### src/rtl/fetch_unit.sv
// Instruction fetch stage: holds the word-addressed PC, fetches over a req/ack
// handshake, presents the instruction to decode over valid/ready and computes
// the next PC from sequential, branch (sign-extended offset) or jump targets.
// Optional build macro FETCH_STALL_COUNT_EN adds a saturating stall_cycles counter.
module fetch_unit #(
    parameter logic [29:0] RESET_PC = 30'h0010_0000
) (
    input  logic        clk,
    input  logic        reset,
    output logic [29:0] imem_addr,
    output logic        imem_req,
    input  logic        imem_ack,
    input  logic [31:0] imem_rdata,
    output logic [31:0] instr,
    output logic        instr_valid,
    input  logic        instr_ready,
    output logic [15:0] imm16,
    input  logic [29:0] br_offset,
    input  logic        branch_taken,
    input  logic        jump,
    input  logic [25:0] jump_target,
`ifdef FETCH_STALL_COUNT_EN
    output logic [31:0] stall_cycles,
`endif
    output logic [29:0] pc
);

    typedef enum logic {StFetch, StHold} state_e;

    state_e      state_q;
    logic [29:0] pc_inc;
    logic [29:0] pc_next;

    assign imem_addr = pc;
    assign imm16     = instr[15:0];

    // Next PC for an accepted instruction; jump wins over a taken branch.
    always_comb begin
        pc_inc = pc + 30'd1;
        if (jump) begin
            pc_next = {pc_inc[29:26], jump_target};
        end else if (branch_taken) begin
            pc_next = pc_inc + br_offset;
        end else begin
            pc_next = pc_inc;
        end
    end

    // Fetch/hold FSM with registered handshake outputs.
    always_ff @(posedge clk or posedge reset) begin
        if (reset) begin
            state_q     <= StFetch;
            pc          <= RESET_PC;
            instr       <= 32'h0;
            instr_valid <= 1'b0;
            imem_req    <= 1'b1;
        end else begin
            unique case (state_q)
                StFetch: begin
                    if (imem_ack) begin
                        instr       <= imem_rdata;
                        instr_valid <= 1'b1;
                        imem_req    <= 1'b0;
                        state_q     <= StHold;
                    end
                end
                StHold: begin
                    // imem_ack is ignored here; instr and pc stay put until accepted.
                    if (instr_ready) begin
                        pc          <= pc_next;
                        instr_valid <= 1'b0;
                        imem_req    <= 1'b1;
                        state_q     <= StFetch;
                    end
                end
                default: begin
                    state_q <= StFetch;
                end
            endcase
        end
    end

`ifdef FETCH_STALL_COUNT_EN
    // Count cycles spent waiting on instruction memory, saturating at all-ones.
    always_ff @(posedge clk or posedge reset) begin
        if (reset) begin
            stall_cycles <= 32'h0;
        end else if (state_q == StFetch && !imem_ack && stall_cycles != 32'hFFFF_FFFF) begin
            stall_cycles <= stall_cycles + 32'd1;
        end
    end
`endif

endmodule

### config.mk
export PLATFORM = sky130hd
export DESIGN_NAME = fetch_unit
export DESIGN_NICKNAME = d
export VERILOG_FILES = /design/src/rtl/fetch_unit.sv
export SDC_FILE = /design/constraint.sdc
export NUM_CORES = 1
export LEC_CHECK = 0
export BUFFER_PORTS_ARGS = -buffer_cell sky130_fd_sc_hd__buf_2
export CAP_MARGIN = 20
export CELL_PAD_IN_SITES_DETAIL_PLACEMENT = 0
export CELL_PAD_IN_SITES_GLOBAL_PLACEMENT = 1
export CORE_ASPECT_RATIO = 1.4
export CORE_MARGIN = 3
export CORE_UTILIZATION = 28
export DETAILED_ROUTE_END_ITERATION = 12
export GPL_TIMING_DRIVEN = 0
export PLACE_DENSITY_LB_ADDON = 0.1
export SLEW_MARGIN = 5
export SYNTH_ARGS = -nofsm -noshare
export SYNTH_HDL_FRONTEND = slang
export SYNTH_SLANG_ARGS = --single-unit
### constraint.sdc
create_clock -name clk -period 3.7 [get_ports clk]
set_input_delay 0.185 -clock clk [delete_from_list [all_inputs] [get_ports clk]]
set_output_delay 0.185 -clock clk [all_outputs]
set_load 0.05 [all_outputs]
==> After elaboration in Yosys (flattened, before gate mapping) <==
Index checks and enable logic that the tools add are counted.
{ "op_classes": {"n_reduce_logical": 3, "n_eq_ne": 2, "mux": 11, "add_sub_neg": 2, "multipliers": 0, "bitwise_logic": 1, "n_shift": 0, "n_lt_le_gt_ge": 0, "n_div": 0} }
{ "ops": {"columns": ["op", "count"], "rows": [
  ["$mux 30", 2],
  ["$add 30x1->30 const B", 1],
  ["$add 30x30->30", 1],
  ["$mux 1", 6],
  ["$pmux 1 s2", 3],
  ["$reduce_and 2->1", 3],
  ["$ne 2x2->1 const B", 2],
  ["$not 1->1", 1]
]} }
{ "totals": {"ff_bits": 65, "mem_bits_rw": 0, "mem_count": 0, "out_inout_bits": 110, "latchBits": 0, "mem_bits_ro": 0} }

==> Longest topological paths before layout <==
Gate-level depths: netlist of run 1.
{ "logic_depth": {"depth_word": 4, "mapped_depth": 17, "depth_no_buf": 15} }

==> Worst setup path after synthesis of run 1 <==
Ideal clock, no wire load.
{ "synth_path": {"kind": "reg-to-reg", "from": "reg pc[2] (netlist: imem_addr[2])", "to": "reg pc[26] (netlist: imem_addr[26])", "setup_ns": 0.087, "path_buffers": 1, "required_ns": 3.613, "t_arrival_ns": 3.637, "setup_slack_ns": -0.023, "period_less_slack_ns": 3.723, "stages_incl_launch_ff": 16, "cell_sequence": "dfrtp_1 > and4_1 > and3_1 > buf_4 > and3_1 > nand2_1 > xnor2_1 > ha_1 > nand2_1 > or3_1 > a21o_1 > and2_4 > o21ai_2 > a31oi_1 > o31a_1 > o211ai_1"} }
{ "synth_via": {"elab_chain_cells": 4} }
{ "synth_rtl": {"columns": ["item", "line", "text"], "rows": [
  ["start, declared", "25", "output logic [29:0] pc"],
  ["start signal, assigned", "70", "pc <= pc_next;"],
  ["$add 30x1->30 *", "39", "pc_inc = pc + 30'd1;"],
  ["$add 30x30->30", "43", "pc_next = pc_inc + br_offset;"],
  ["$mux 30", "42", "end else if (branch_taken) begin"],
  ["$mux 30 *", "40", "if (jump) begin"]
]} }
Mark *: on every way between the ends. The rest lies on a longest branch, timed or not.
A chain may end at the register's enable or synchronous reset.

==> Worst setup path after layout of run 1 <==
{ "layout_path": {"from": "reg pc[2] (netlist: imem_addr[2])", "to": "reg pc[24] (netlist: imem_addr[24])"} }
{ "layout_via": {"elab_chain_cells": 4} }
{ "layout_rtl": {"columns": ["item", "line"], "rows": [
  ["$add 30x1->30 *", "39"],
  ["$add 30x30->30", "43"],
  ["$mux 30 *", "42"],
  ["$mux 30 *", "40"]
]} }
Marked as above.

==> flow_summary.yaml, run 1 <==
critical_path:
  r2r-start: "imem_addr[2]"
  crit_required_ps: 3900
  crit_path_end_kind: "flop"
  cp-start-kind: "flop"
  setup.worst_path.start: "imem_addr[2]"
  cp_max_fo: 5
  worstSetupPathType: "reg2reg"
  cp.arrival_ps: 3780
layout:
  layout.nets: 1016
  drive_above_1_share_pct: 43.2
  area_delta_synth_final_pct: 36.6
  fin_area_um2: 7710
  antennaDiodeCount: 0
  fin_util_pct: 39.5
  n_fill_cell: 2066
sta:
  period_needed_ps: 3580
  timing.fmax_mhz: 279
  setup_ws_ps: 120
  worst_pin_slew_ps: 706
  maxSlewHeadroom_pct: 52.9
  slew_viol_final: 0
  hold_viol_final: 0
  tns_ps: 0
  clock_skew_ps: 6.49
  fin_crit_sh_pct: 96.7
  setup_viol: 0
cts:
  cts_buffer_depth: 2
  tritoncts: "yes"
  clock_latency_ps: 340
  root_buffer: "clkbuf_16"
  clock-sinks: 65
  cts.htree.levels: 3
  cts.clk_slew.worst_paths_ps: 60
  cts_made_buffers: 9
grt:
  grt_pass1_vias: 5733
  overflow: 0
  grt_pass1_wl_mm: 32.6
  grt.total_usage_pct: 18.9
  antenna_found_initial: 0
  grt_max_degree: 39
logic_synthesis:
  mappedNetlistNets: 787
  yosysTopAreaCell: "dfrtp_1"
  yosys_warnings: 0
  synth_edf_count: 0
  synthCells: 655
  synth_cell_types: 71
  synth_top_area_share_pct: 27.9
  synth_area_leaders: "dfrtp_1, ha_1, mux2_2"
  ys_seq_elements: 65
  avgSynthCellArea_um2: 8.62
  synth_ff_type: "dfrtp_1"
  async_flop_share_pct: 100
  ys_seq_area_share_pct: 28.9
  syn-cell-area_um2: 5640
detailed_routing:
  dr_total_vias: 5811
  via_per_inst: 5.11
  finalWirelength_mm: 21.4
  drc: 0
  dr.pass1.iters: 5
  drt-initial-drc-count: 293
  ant_nets: 0
  post_drt_wl_per_cell_um: 18.8
floorplanning:
  fp.dieH_um: 174
  row_count: 60
  io_pins: 204
  die_area_um2: 21900
  core_um2: 19500
  die_width_um: 126
  initial_core_util_pct: 28.9
placement:
  dpl-instance-area_um2: 7000
  dp_slack_ps: -353
  io_buffers: 203
  gp_congestion: 0.910
  place_hpwl_mm: 17.1
power_and_ir_drop:
  p_leak_nw: 3.53
  vdd_ir_drop_max_v: 0.000387
  powerDensity_nw_per_um2: 853
flow_run:
  cap_violations: 0
hold_path:
  hp-start: "imem_rdata[8]"
  min_path_type: "in2reg"
status:
  outcome: "complete, no violations"
==> per-layer routing <==
metal  vias up  GRT usage, %  part of all wire, %
met5         -             0                    0
met3        35          2.58                  4.3
met4         0          7.02                  3.3
met2       197          34.7                   53
li1       2788             -                    -
met1      2791          22.1                   40
==> cell families after synthesis <==
family                   count (synthesis)  share of synthesized area [%]
adder cells (fa/ha/maj)                 38                           8.56
AO/OA/AOI/OAI                          168                           19.4
XOR/XNOR                                48                           7.45
multiplexers                            44                           8.60
buffers and inverters                   85                           8.80
AND/OR/NAND/NOR                        207                           18.3
flip-flops                              65                           28.9
==> metrics by stage <==
stage                     total power, mW  instances  hold WS, ps
after floorplan                      4.33        655          310
final                                6.58       1137         75.2
after CTS                            6.47       1128         62.3
after detailed placement             5.37       1107          195
after global routing                 6.96       1137         71.1
after global placement               5.34       1106          416
==> area by class of cell <==
class                      instances  area (um^2)  area share [%]
inverter                          11         43.8           0.568
sequential                        65         1640            21.3
clock buffer                      10          239            3.10
clock inverter                     6         97.6            1.27
buffer                            72          454            5.89
tap                              248          310            4.02
timing repair buffer             220         1170            15.2
multi-input combinational        505         3750            48.6
==> critical path, cell delays in order, from the launching register on <==
cell	delay (ps)
dfrtp_2	360
and4_4	240
and3_1	180
buf_6	120
and3_4	220
nand4_1	150
xnor2_2	220
ha_4	310
nand2_2	80
or3_1	310
a21o_1	230
a211oi_4	290
o21ai_1	120
nand2b_2	110
mux2i_1	360
a2111oi_2	120
==> where the power goes <==
group | internal (mW) | total (mW) | switching [mW]
sequential | 0.942 | 1.23 | 0.292
combinational | 1.46 | 4.36 | 2.90
clock | 0.620 | 0.983 | 0.364
total | 3.02 | 6.58 | 3.55
==> worst paths after layout <==
| kind | to | slack [ps] | depth (start not counted) |
|---|---|---|---|
| min in group asynchronous | instr[11] | 380 | 3 |
| setup / recovery | imem_addr[24] | 120 | 15 |
| max in group asynchronous | imem_addr[20] | 2720 | 4 |
| hold / removal | instr[8] | 80 | 2 |
| setup reg to reg | imem_addr[24] | 120 | 15 |
| hold reg to reg | instr_valid | 500 | 2 |
==> cells in the final DEF, fill, tap and decap left out, types with 5 or more instances in the layout <==
master     netlist  layout
xnor2_2          0       5
nor2b_1         11      11
o21bai_1         6       6
buf_1            5       5
nand4_1         12      12
buf_2            1     203
a21oi_2          2       7
nand3_1         20      19
mux2i_1          8       8
clkbuf_16        0       9
nor2_1          49      47
ha_1            37      32
and3_1           9       8
nand2b_1         5       5
a221oi_1         7       7
inv_1           10       9
and2_1           6       6
xor2_1          19      19
buf_4           47      61
o21ai_0         28      27
dfrtp_2          0      12
nor3_1          13      12
o22ai_1         10      10
a211oi_1        13      11
dfrtp_1         63      51
nand2_1         58      57
a21oi_1         52      47
clkbuf_1        21      19
xnor2_1         29      23
mux2_2          36      36
a21o_1          12      12
==> synth_stat cells, types with 11 or more instances <==
cell	number
dfrtp_1	63
nand2_1	58
a21oi_1	52
nor2_1	49
buf_4	47
ha_1	37
mux2_2	36
xnor2_1	29
o21ai_0	28
clkbuf_1	21
nand3_1	20
xor2_1	19
a211oi_1	13
nor3_1	13
a21o_1	12
nand4_1	12
nor2b_1	11
==> sequential cells by signal (all words and copies together) (netlist names) <==
signal and count:
imem_addr 30, instr 32, state_q 1, instr_valid 1, imem_req 1
==> timing repair <==
item                                   CTS  global route
gates resized for setup                 22            35
hold buffers                             1             0
setup endpoints to repair               20            12
endpoints found under the hold margin   27             0
pin swaps                                4            16
setup buffers                            5            10
No activity file was read; power rests on OpenSTA's default activity.
==> inputs of run 2 (changes only) <==
--- a/config.mk
+++ b/config.mk
@@ -7,8 +7,6 @@
 export LEC_CHECK = 0
 export BUFFER_PORTS_ARGS = -buffer_cell sky130_fd_sc_hd__buf_2
 export CAP_MARGIN = 20
-export CELL_PAD_IN_SITES_DETAIL_PLACEMENT = 0
-export CELL_PAD_IN_SITES_GLOBAL_PLACEMENT = 1
 export CORE_ASPECT_RATIO = 1.4
 export CORE_MARGIN = 3
 export CORE_UTILIZATION = 28
==> run 2 against run 1 <==
  * Die area did not move
  * Register-to-register slack hardly changed
  * Largest power group unchanged
  * Highest routed layer unchanged
  * Non-clock buffer count rose by 1
  * Design area shrank 1.2%
  * Maximum frequency grew 0.18%
  * Clock skew grew 0.87 ps
==> flow_summary.yaml, run 2 (synthesized netlist as in run 1, its figures left out) <==
sta:
  hold_viol_final: 0
  period_needed_ps: 3570
  worst_pin_slew_ps: 769
  maxSlewHeadroom_pct: 48.7
  fin_crit_sh_pct: 96.6
  timing.fmax_mhz: 280
  setup_viol: 0
  slew_viol_final: 0
  clock_skew_ps: 7.36
detailed_routing:
  dr.pass1.iters: 6
  dr_total_vias: 5693
  drt-initial-drc-count: 350
  post_drt_wl_per_cell_um: 18.6
  ant_nets: 0
  via_per_inst: 5.00
  finalWirelength_mm: 21.1
  drc: 0
power_and_ir_drop:
  vdd_ir_drop_max_v: 0.000446
  p_leak_nw: 3.50
  total_power_mw: 6.37
  powerDensity_nw_per_um2: 836
status:
  outcome: "complete, no violations"
floorplanning:
  row_count: 60
  initial_core_util_pct: 28.9
  core_um2: 19500
  io_pins: 204
  die_width_um: 126
  die_area_um2: 21900
  fp.dieH_um: 174
critical_path:
  crit_required_ps: 3920
  cp.arrival_ps: 3800
  worstSetupPathType: "reg2reg"
  cp-start-kind: "flop"
  crit_path_end_kind: "flop"
  cp_max_fo: 7
placement:
  gp_congestion: 0.852
  dpl-instance-area_um2: 7000
  dp.cells: 1107
  place_hpwl_mm: 16.7
  io_buffers: 203
layout:
  area_delta_synth_final_pct: 35.0
  layout_commonest_cell: "buf_2"
  largest_reg_flops: 32
  antennaDiodeCount: 0
  final_cell_mix: "buf_2, buf_4, nand2_1"
  fin_util_pct: 39.0
  final_cells: 1138
  layout.nets: 1017
  fin_area_um2: 7620
  regMostFlops: "instr"
  drive_above_1_share_pct: 42.7
grt:
  grt_pass1_wl_mm: 32.0
  overflow: 0
  grt.total_usage_pct: 18.7
  grt_pass1_vias: 5661
  grt_max_degree: 45
  antenna_found_initial: 0
cts:
  tritoncts: "yes"
  clock_latency_ps: 340
  root_buffer: "clkbuf_16"
  cts_buffer_depth: 2
  cts.clk_slew.worst_paths_ps: 60
  clock-sinks: 65
  cts_made_buffers: 9
  cts.htree.levels: 3
hold_path:
  min_path_type: "in2reg"
flow_run:
  cap_violations: 0
## run 2: power breakdown
part,internal (mW),leakage (nW),total (mW),switching [mW]
Sequential,0.943,0.744,1.24,0.300
Combinational,1.46,2.63,4.31,2.86
Clock,0.459,0.126,0.814,0.355
Total,2.86,3.50,6.37,3.51
## run 2: layout make-up
class                   instances  area, um^2
multi-input cells             505        3720
flip-flops and latches         65        1640
clock buffers                  11         233
well taps                     248         310
inverters                      11        43.8
repair buffers                221        1170
clock inverters                 5        41.3
plain buffers                  72         454
fillers                      2085       11900
## run 2: worst max-delay path, cell delays in order (launching register included)
cell      delay [ps]
dfrtp_1          360
buf_4            170
and4_1           230
nand4_1          160
or2_4            310
nor3_2           260
xor2_1           110
buf_4            170
ha_1             380
nand2_1          160
nor2_1           200
nand3_1          160
a211oi_2         290
mux2i_1          140
a221o_1          360
## run 2: worst paths after layout
check                           cells past startpoint          start  slack [ps]             to
worst max-delay path                               14  imem_addr[13]         130  imem_addr[27]
worst min-delay path                                2  imem_rdata[9]          70       instr[9]
worst max register to register                     14  imem_addr[13]         130  imem_addr[27]
worst min register to register                      2    instr_valid         490    instr_valid
max in group asynchronous                           4          reset        2750  imem_addr[20]
min in group asynchronous                           3          reset         350      instr[31]
## run 2: repair_timing
item,CTS,global route
hold buffers,1,0
endpoints found under the setup margin,16,12
pin swaps,2,23
endpoints found under the hold margin,21,0
resized for setup,22,31
setup buffers,5,11
## run 2: routing by layer
layer / GRT usage, % / share of wire, % / wire length [um] / up-vias
li1: - / - / - / 2805
met4: 5.41 / 2.0 / 429 / 0
met3: 2.06 / 4.0 / 845 / 22
met1: 21.3 / 39 / 8310 / 2702
met2: 36.2 / 55 / 11500 / 164
met5: 0 / 0 / 0 / -
## run 2: stage by stage
step | setup slack, ps | hold slack [ps] | setup TNS [ps]
2_1_floorplan | 20.0 | 310 | 0
3_3_place_gp | -270 | 417 | -2280
3_5_place_dp | -264 | 170 | -2240
4_1_cts | 9.04 | 61.9 | 0
5_1_grt | -44.7 | 65.6 | -94.4
6_report | 127 | 71.5 | 0
